**config.mk**
```make
export PLATFORM = sky130hd
export DESIGN_NAME = sram_arbiter
export DESIGN_NICKNAME = d
export VERILOG_FILES = /design/src/rtl/sram_arbiter.sv
export SDC_FILE = /design/constraint.sdc
export NUM_CORES = 1
export LEC_CHECK = 0
export ABC_CLOCK_PERIOD_IN_PS = 1500
export CAP_MARGIN = 15
export CORE_ASPECT_RATIO = 0.6
export CORE_MARGIN = 1.5
export CORE_UTILIZATION = 25
export CTS_CLUSTER_DIAMETER = 200
export DETAILED_ROUTE_END_ITERATION = 12
export HOLD_SLACK_MARGIN = 0.1
export PLACE_DENSITY = 0.76
export SLEW_MARGIN = 10
export SYNTH_ARGS = -nofsm -noshare
export SYNTH_HDL_FRONTEND = slang
export SYNTH_SLANG_ARGS = --single-unit
```
**constraint.sdc**
```tcl
create_clock -name clock -period 1.5 [get_ports clock]
set_input_delay 0.15 -clock clock [delete_from_list [all_inputs] [get_ports clock]]
set_output_delay 0.15 -clock clock [all_outputs]
set_load 0.01 [all_outputs]
```
**src/rtl/sram_arbiter.sv**
```systemverilog
// Shares one external async SRAM between the fixed-slot Oric core (port A)
// and a req/ack DMA loader (port B) that only uses the gaps where aSlot is low.
module sram_arbiter #(
  parameter int AW  = 19,
  parameter int DW  = 8,
  parameter int WEW = 2
) (
  input  logic          clock,
  input  logic          reset,
  input  logic          aSlot,
  input  logic          aWe,
  input  logic [AW-1:0] aA,
  input  logic [DW-1:0] aD,
  output logic [DW-1:0] aQ,
  input  logic          bReq,
  input  logic          bWe,
  input  logic [AW-1:0] bA,
  input  logic [DW-1:0] bD,
  output logic [DW-1:0] bQ,
  output logic          bAck,
  input  logic [DW-1:0] sramQ,
  output logic [AW-1:0] sramA,
  output logic [DW-1:0] sramD,
  output logic          sramDrv,
  output logic          sramWe,
  output logic [2:0]    fsm_state
);

  localparam logic [2:0] IDLE    = 3'd0;
  localparam logic [2:0] B_ADDR  = 3'd1;
  localparam logic [2:0] B_PULSE = 3'd2;
  localparam logic [2:0] B_HOLD  = 3'd3;
  localparam logic [2:0] B_WAIT  = 3'd4;

  localparam int            CW       = (WEW > 1) ? $clog2(WEW) : 1;
  localparam logic [CW-1:0] CNT_LOAD = CW'(WEW - 1);

  logic [2:0]    state;
  logic [CW-1:0] cnt;

  // Any edge with aSlot high inside a B access abandons it; B_WAIT retries from scratch.
  always_ff @(posedge clock) begin
    if (!reset) begin
      state <= IDLE;
      cnt   <= '0;
      bAck  <= 1'b0;
      bQ    <= '0;
    end else begin
      bAck <= 1'b0;
      case (state)
        IDLE: begin
          if (bReq && !aSlot) state <= B_ADDR;
        end
        B_WAIT: begin
          if (!aSlot) state <= B_ADDR;
        end
        B_ADDR: begin
          if (aSlot) begin
            state <= B_WAIT;
          end else begin
            state <= B_PULSE;
            cnt   <= CNT_LOAD;
          end
        end
        B_PULSE: begin
          if (aSlot) begin
            state <= B_WAIT;
          end else if (cnt == '0) begin
            state <= B_HOLD;
          end else begin
            cnt <= cnt - 1'b1;
          end
        end
        B_HOLD: begin
          if (aSlot) begin
            state <= B_WAIT;
          end else begin
            state <= IDLE;
            bAck  <= 1'b1;
            if (!bWe) bQ <= sramQ;
          end
        end
        default: state <= IDLE;
      endcase
    end
  end

  // Port A has zero-latency priority; reset overrides everything so no stray write strobe.
  always_comb begin
    sramA   = aA;
    sramD   = aD;
    sramWe  = 1'b1;
    sramDrv = 1'b0;
    if (aSlot) begin
      sramWe  = ~aWe;
      sramDrv = aWe;
    end else begin
      case (state)
        B_ADDR, B_HOLD: begin
          sramA   = bA;
          sramD   = bD;
          sramDrv = bWe;
        end
        B_PULSE: begin
          sramA   = bA;
          sramD   = bD;
          sramDrv = bWe;
          sramWe  = ~bWe;
        end
        default: ;
      endcase
    end
    if (!reset) begin
      sramWe  = 1'b1;
      sramDrv = 1'b0;
    end
  end

  assign aQ        = sramQ;
  assign fsm_state = state;

endmodule

```
# Yosys cells after proc, flatten, opt, wreduce, memory -nomap -nowiden
# Cells that the tools add are included.
# op_classes
n_addsub	1
n_mul	0
div_mod_pow	0
n_lt_le_gt_ge	0
eq_ne	9
n_shift	0
n_mux	22
n_bitwise	3
reduce_logical	9
# op_table
op	n
2-to-1 mux 19 bit	2
2-to-1 mux 3 bit	6
2-to-1 mux 8 bit	2
case mux 3 bit (5 select lines)	1
2-to-1 mux 1 bit	10
AND reduction 3 bit	3
!= test 2 bit (second input constant)	4
equality test 3 x 2 -> 1 bit (second input constant)	2
equality test 3 x 1 -> 1 bit (second input constant)	1
equality test 3 bit (second input constant)	1
zero test 3 bit	1
!= test 3 bit (second input constant)	1
NOT 1 bit	3
OR reduction 3 bit	1
case mux 1 bit (2 select lines)	1
AND reduction 2 bit	1
nonzero test 2 bit	1
logical AND 1 bit	1
zero test 1 bit	1
subtractor 1 bit (second input constant)	1
# word_totals
ff_bits	13
latch_bits	0
ram_bits	0
mem_bits_ro	0
output_inout_bits	49
word_cells	48
n_memories	0

# Logic depth before layout (Yosys ltp)
# depth
ltp_word	5
depth_mapped	5

# Worst setup path before layout
# No wires, ideal clock.
# synth_path
path_kind	reg2out
start	register state[0], in the netlist fsm_state[0]
end	output port sramA[0]
t_arrival_ps	1463
required_ps	1350
setup_slack_ps	-113
path_stages_with_launch	5
n_path_buf	1
cell_sequence	dfxtp_1 nor2_2 nor3_4 buf_12 mux2_4
# synth_via
elab_chain_cells	4
word_cells_on_any_way	6
classes_between	eq/ne: 3; mux: 2; reduce/logical: 1
# synth_lines
item	line_no	text
start: declaration	38	logic [2:0] state;
start signal: assignment	44	state <= IDLE;
start signal: assignment	52	if (bReq && !aSlot) state <= B_ADDR;
start signal: assignment	55	if (!aSlot) state <= B_ADDR;
equality test 3 x 2 -> 1 bit / equality test 3 x 1 -> 1 bit (equally long branches)	98	case (state)
OR reduction 3 bit (no source line) *	n/a	
2-to-1 mux 19 bit *	98	
2-to-1 mux 19 bit *	94	if (aSlot) begin
end: declaration	22	output logic [AW-1:0] sramA,
# Mark *: on every way between the ends. The rest lies on a longest branch, timed or not.

# Worst setup path after layout
# layout_path
start	register state[1], in the netlist fsm_state[1]
end	output port sramD[5]
# layout_via
elab_chain_cells	4
word_cells_on_any_way	6
classes_between	eq/ne: 3; mux: 2; reduce/logical: 1
# layout_lines
item	line_no	text
equality test 3 x 2 -> 1 bit / equality test 3 x 1 -> 1 bit (equally long branches)	98	
OR reduction 3 bit (no source line) *	n/a	
2-to-1 mux 8 bit *	98	
2-to-1 mux 8 bit *	94	
end: declaration	23	output logic [DW-1:0] sramD,
# Marks and branches as above.

==> flow_summary.yaml <==
status:
  status: "complete, but fails checks"
  violations: "setup timing"
global_route:
  grt_pass1_wl_mm: 5.782
  first_global_vias: 1149
  track_usage: 0.1672
  grt_max_degree: 20
  grt-ovfl-total: 0
  antenna_found_initial: 0
logic_synthesis:
  syn-num-nets: 171
  synth_cells: 103
  yosysSeqAreaShare: 0.2416
  synth_seq_cells: 13
  ys_warn_count: 0
  synth_area_per_cell_um2: 10.46
  syn_area_um2: 1077
  netlist-cell-type-count: 25
route:
  wl_met1_mm: 1.797
  viasPerCell: 4.184
  route.met3.wl_um: 342
  drc: 0
  wl_per_cell_um: 14.76
  drtIter0Drc: 52
  drtAntennaViolNets: 0
  dr_wl_met2_mm: 2.084
  routed.top_layer: "met4"
  first_pass_iters: 4
  routed_wl_mm: 4.252
  vias: 1205
final_layout:
  multiInputGateArea_um2: 732.0
  drive_gt1_frac: 0.3860
  final_nets: 297
  layout.cells.non_filler: 288
  fin_area_um2: 2521
  fillers: 345
  diodes: 0
  utilization: 0.6117
  layout_commonest_cell: "clkdlybuf4s50_1"
  regArea_um2: 271.5
  area_growth_syn_to_layout_pct: 134.0
  layout_common_cells: "clkdlybuf4s50_1 (85), buf_6 (33), mux2_4 (27)"
run:
  maxCapViolCount: 0
worst_setup_path:
  endpoint: "sramD[5]"
  reg2reg_to: "bQ[2]"
  crit_top_cell: "buf_6"
  path_buf_inv: 3
  worstReg2RegStart: "fsm_state[1]"
  worst_path_max_delay_cell: "dfxtp_4"
  critPathMaxFanout: 7
  worstSetupStartpointType: "flip-flop"
  cp.depth: 6
  cp_top_family: "buffers and inverters"
  end_kind: "output pin"
  r2r_slack_ns: -0.12
  reg2reg_depth: 6
  max_stage_delay_ns: 0.36
  crit_arrival_ns: 1.56
  crit_chain: "nor2_4 -> nor3_4 -> buf_6 -> buf_12 -> mux2_4 -> buf_6"
  crit_start: "fsm_state[1]"
  worstPathRequired_ns: 1.35
  crit_type: "reg -> out"
cts:
  clock-sinks: 13
  clk_path_buf_depth: 2
  postCtsHoldBufs: 0
  ctsRootBufferMaster: "clkbuf_8"
  h-tree-depth: 1
  clock_latency_ns: 0.24
  tritoncts: "done"
  numCtsBuffers: 3
  clk_pin_slew_ns: 0.06
sta:
  maxSlewHeadroom: 0.8610
  period_needed_ns: 1.713
  hold_viol_final: 0
  hold_ws_ns: 0.4044
  setup_viol: 36
  fin_skew_ns: 0.005311
  worst_pin_slew_ns: 0.2078
  setup_slack_ns: -0.2132
  finalCritPeriodShare: 1.142
  slew_viol_final: 0
  fmax_ghz: 0.5837
  rsz0062_at_grt: "true"
die:
  ioPinCount: 117
  dieArea_um2: 4725
  fp-row-count: 18
  coreArea_um2: 4121
  die_w_um: 87.75
  die_height_um: 53.85
  start_util: 0.2614
place:
  routabilityCongestion: 0.7692
  portBuffers: 116
  detailed_place.area_um2: 2287
  place_hpwl_mm: 2.987
  dp_cells: 276
power:
  p_per_area_nw_per_um2: 492.6
  leakage_nw: 1.056
  peakVddDrop_mv: 0.2610
worst_hold_path:
  hp-class: "in -> reg"
==> cell families after synthesis <==
family | share of synthesized area
compound gates | 0.02788
xor+xnor | 0.01626
buf+inv | 0.1208
flops | 0.2416
mux | 0.4263
simple gates | 0.1672
==> flip-flops by register name, indices dropped and copies added (netlist names) <==
| register | cells |
|---|---|
| bQ | 8 |
| fsm_state | 3 |
| bAck | 1 |
| cnt | 1 |
==> report_power, final <==
part	switching [mW]	internal, mW
Sequential	0.00493	0.347
Combinational	0.177	0.401
Clock	0.124	0.188
Total	0.306	0.936
==> cell usage after synthesis <==
cell | n | area share
nor3b_1 | 1 | 0.0070
or3b_4 | 1 | 0.010
nor2_2 | 1 | 0.0058
and2_1 | 1 | 0.0058
dfxtp_1 | 13 | 0.24
buf_12 | 2 | 0.037
mux2i_1 | 8 | 0.074
nor2_1 | 4 | 0.014
xnor2_1 | 1 | 0.0081
nand3_1 | 1 | 0.0046
xor2_1 | 1 | 0.0081
and3_1 | 2 | 0.012
o21ai_0 | 3 | 0.014
buf_6 | 2 | 0.021
nand2_1 | 18 | 0.063
and3b_2 | 1 | 0.0093
nor3_4 | 1 | 0.015
mux2_4 | 20 | 0.28
nor3_1 | 2 | 0.0093
clkbuf_1 | 2 | 0.0070
o21a_1 | 1 | 0.0070
buf_4 | 8 | 0.056
a21boi_0 | 1 | 0.0070
mux2_2 | 7 | 0.073
nor3b_2 | 1 | 0.012
==> how the worst min path moves through the flow <==
stage,start,endpoint,slack (ns),cells past startpoint
2_1_floorplan,bReq,fsm_state[0],0.27,2
3_3_place_gp,bQ[2],bQ[2],0.45,2
3_5_place_dp,bQ[7],bQ[7],0.45,2
4_1_cts,aSlot,fsm_state[2],0.39,2
5_1_grt,aSlot,fsm_state[2],0.42,2
6_report,aSlot,fsm_state[2],0.40,2
==> cell type report <==
class,instances,area share
timing repair buffer,135,0.5543
multi-input combinational,76,0.2903
sequential,13,0.1077
tap,60,0.02978
clock buffer,4,0.01787
==> stage by stage <==
stage,TNS (ns),setup slack (ns),total power [mW]
final,-6.503,-0.2132,1.242
after global routing,-8.506,-0.2712,1.306
after CTS,-9.254,-0.3071,1.269
after detailed placement,-17.90,-0.5748,0.8744
after global placement,-17.11,-0.5359,0.8715
after floorplan,-0.7756,-0.03878,0.5551
==> metal layers <==
metal,up-vias,track usage
met5,-,0
met4,0,0.04762
met3,2,0.05368
met2,53,0.2761
met1,552,0.2113
li1,598,-
==> repair_timing <==
item	CTS	global route
gates resized for setup	165	3
setup endpoints to repair	37	37
pin swaps	4	4
hold endpoints to repair	0	0
setup buffers	9	1
gates cloned	3	0
==> worst reg2reg max path: stages (launching register included) <==
cell     delay [ns]
dfxtp_4        0.36
buf_6          0.10
or3b_4         0.39
buf_6          0.14
nor3b_4        0.17
buf_6          0.18
mux2i_1        0.19
Note: power is estimated with default switching activity, not from simulation.
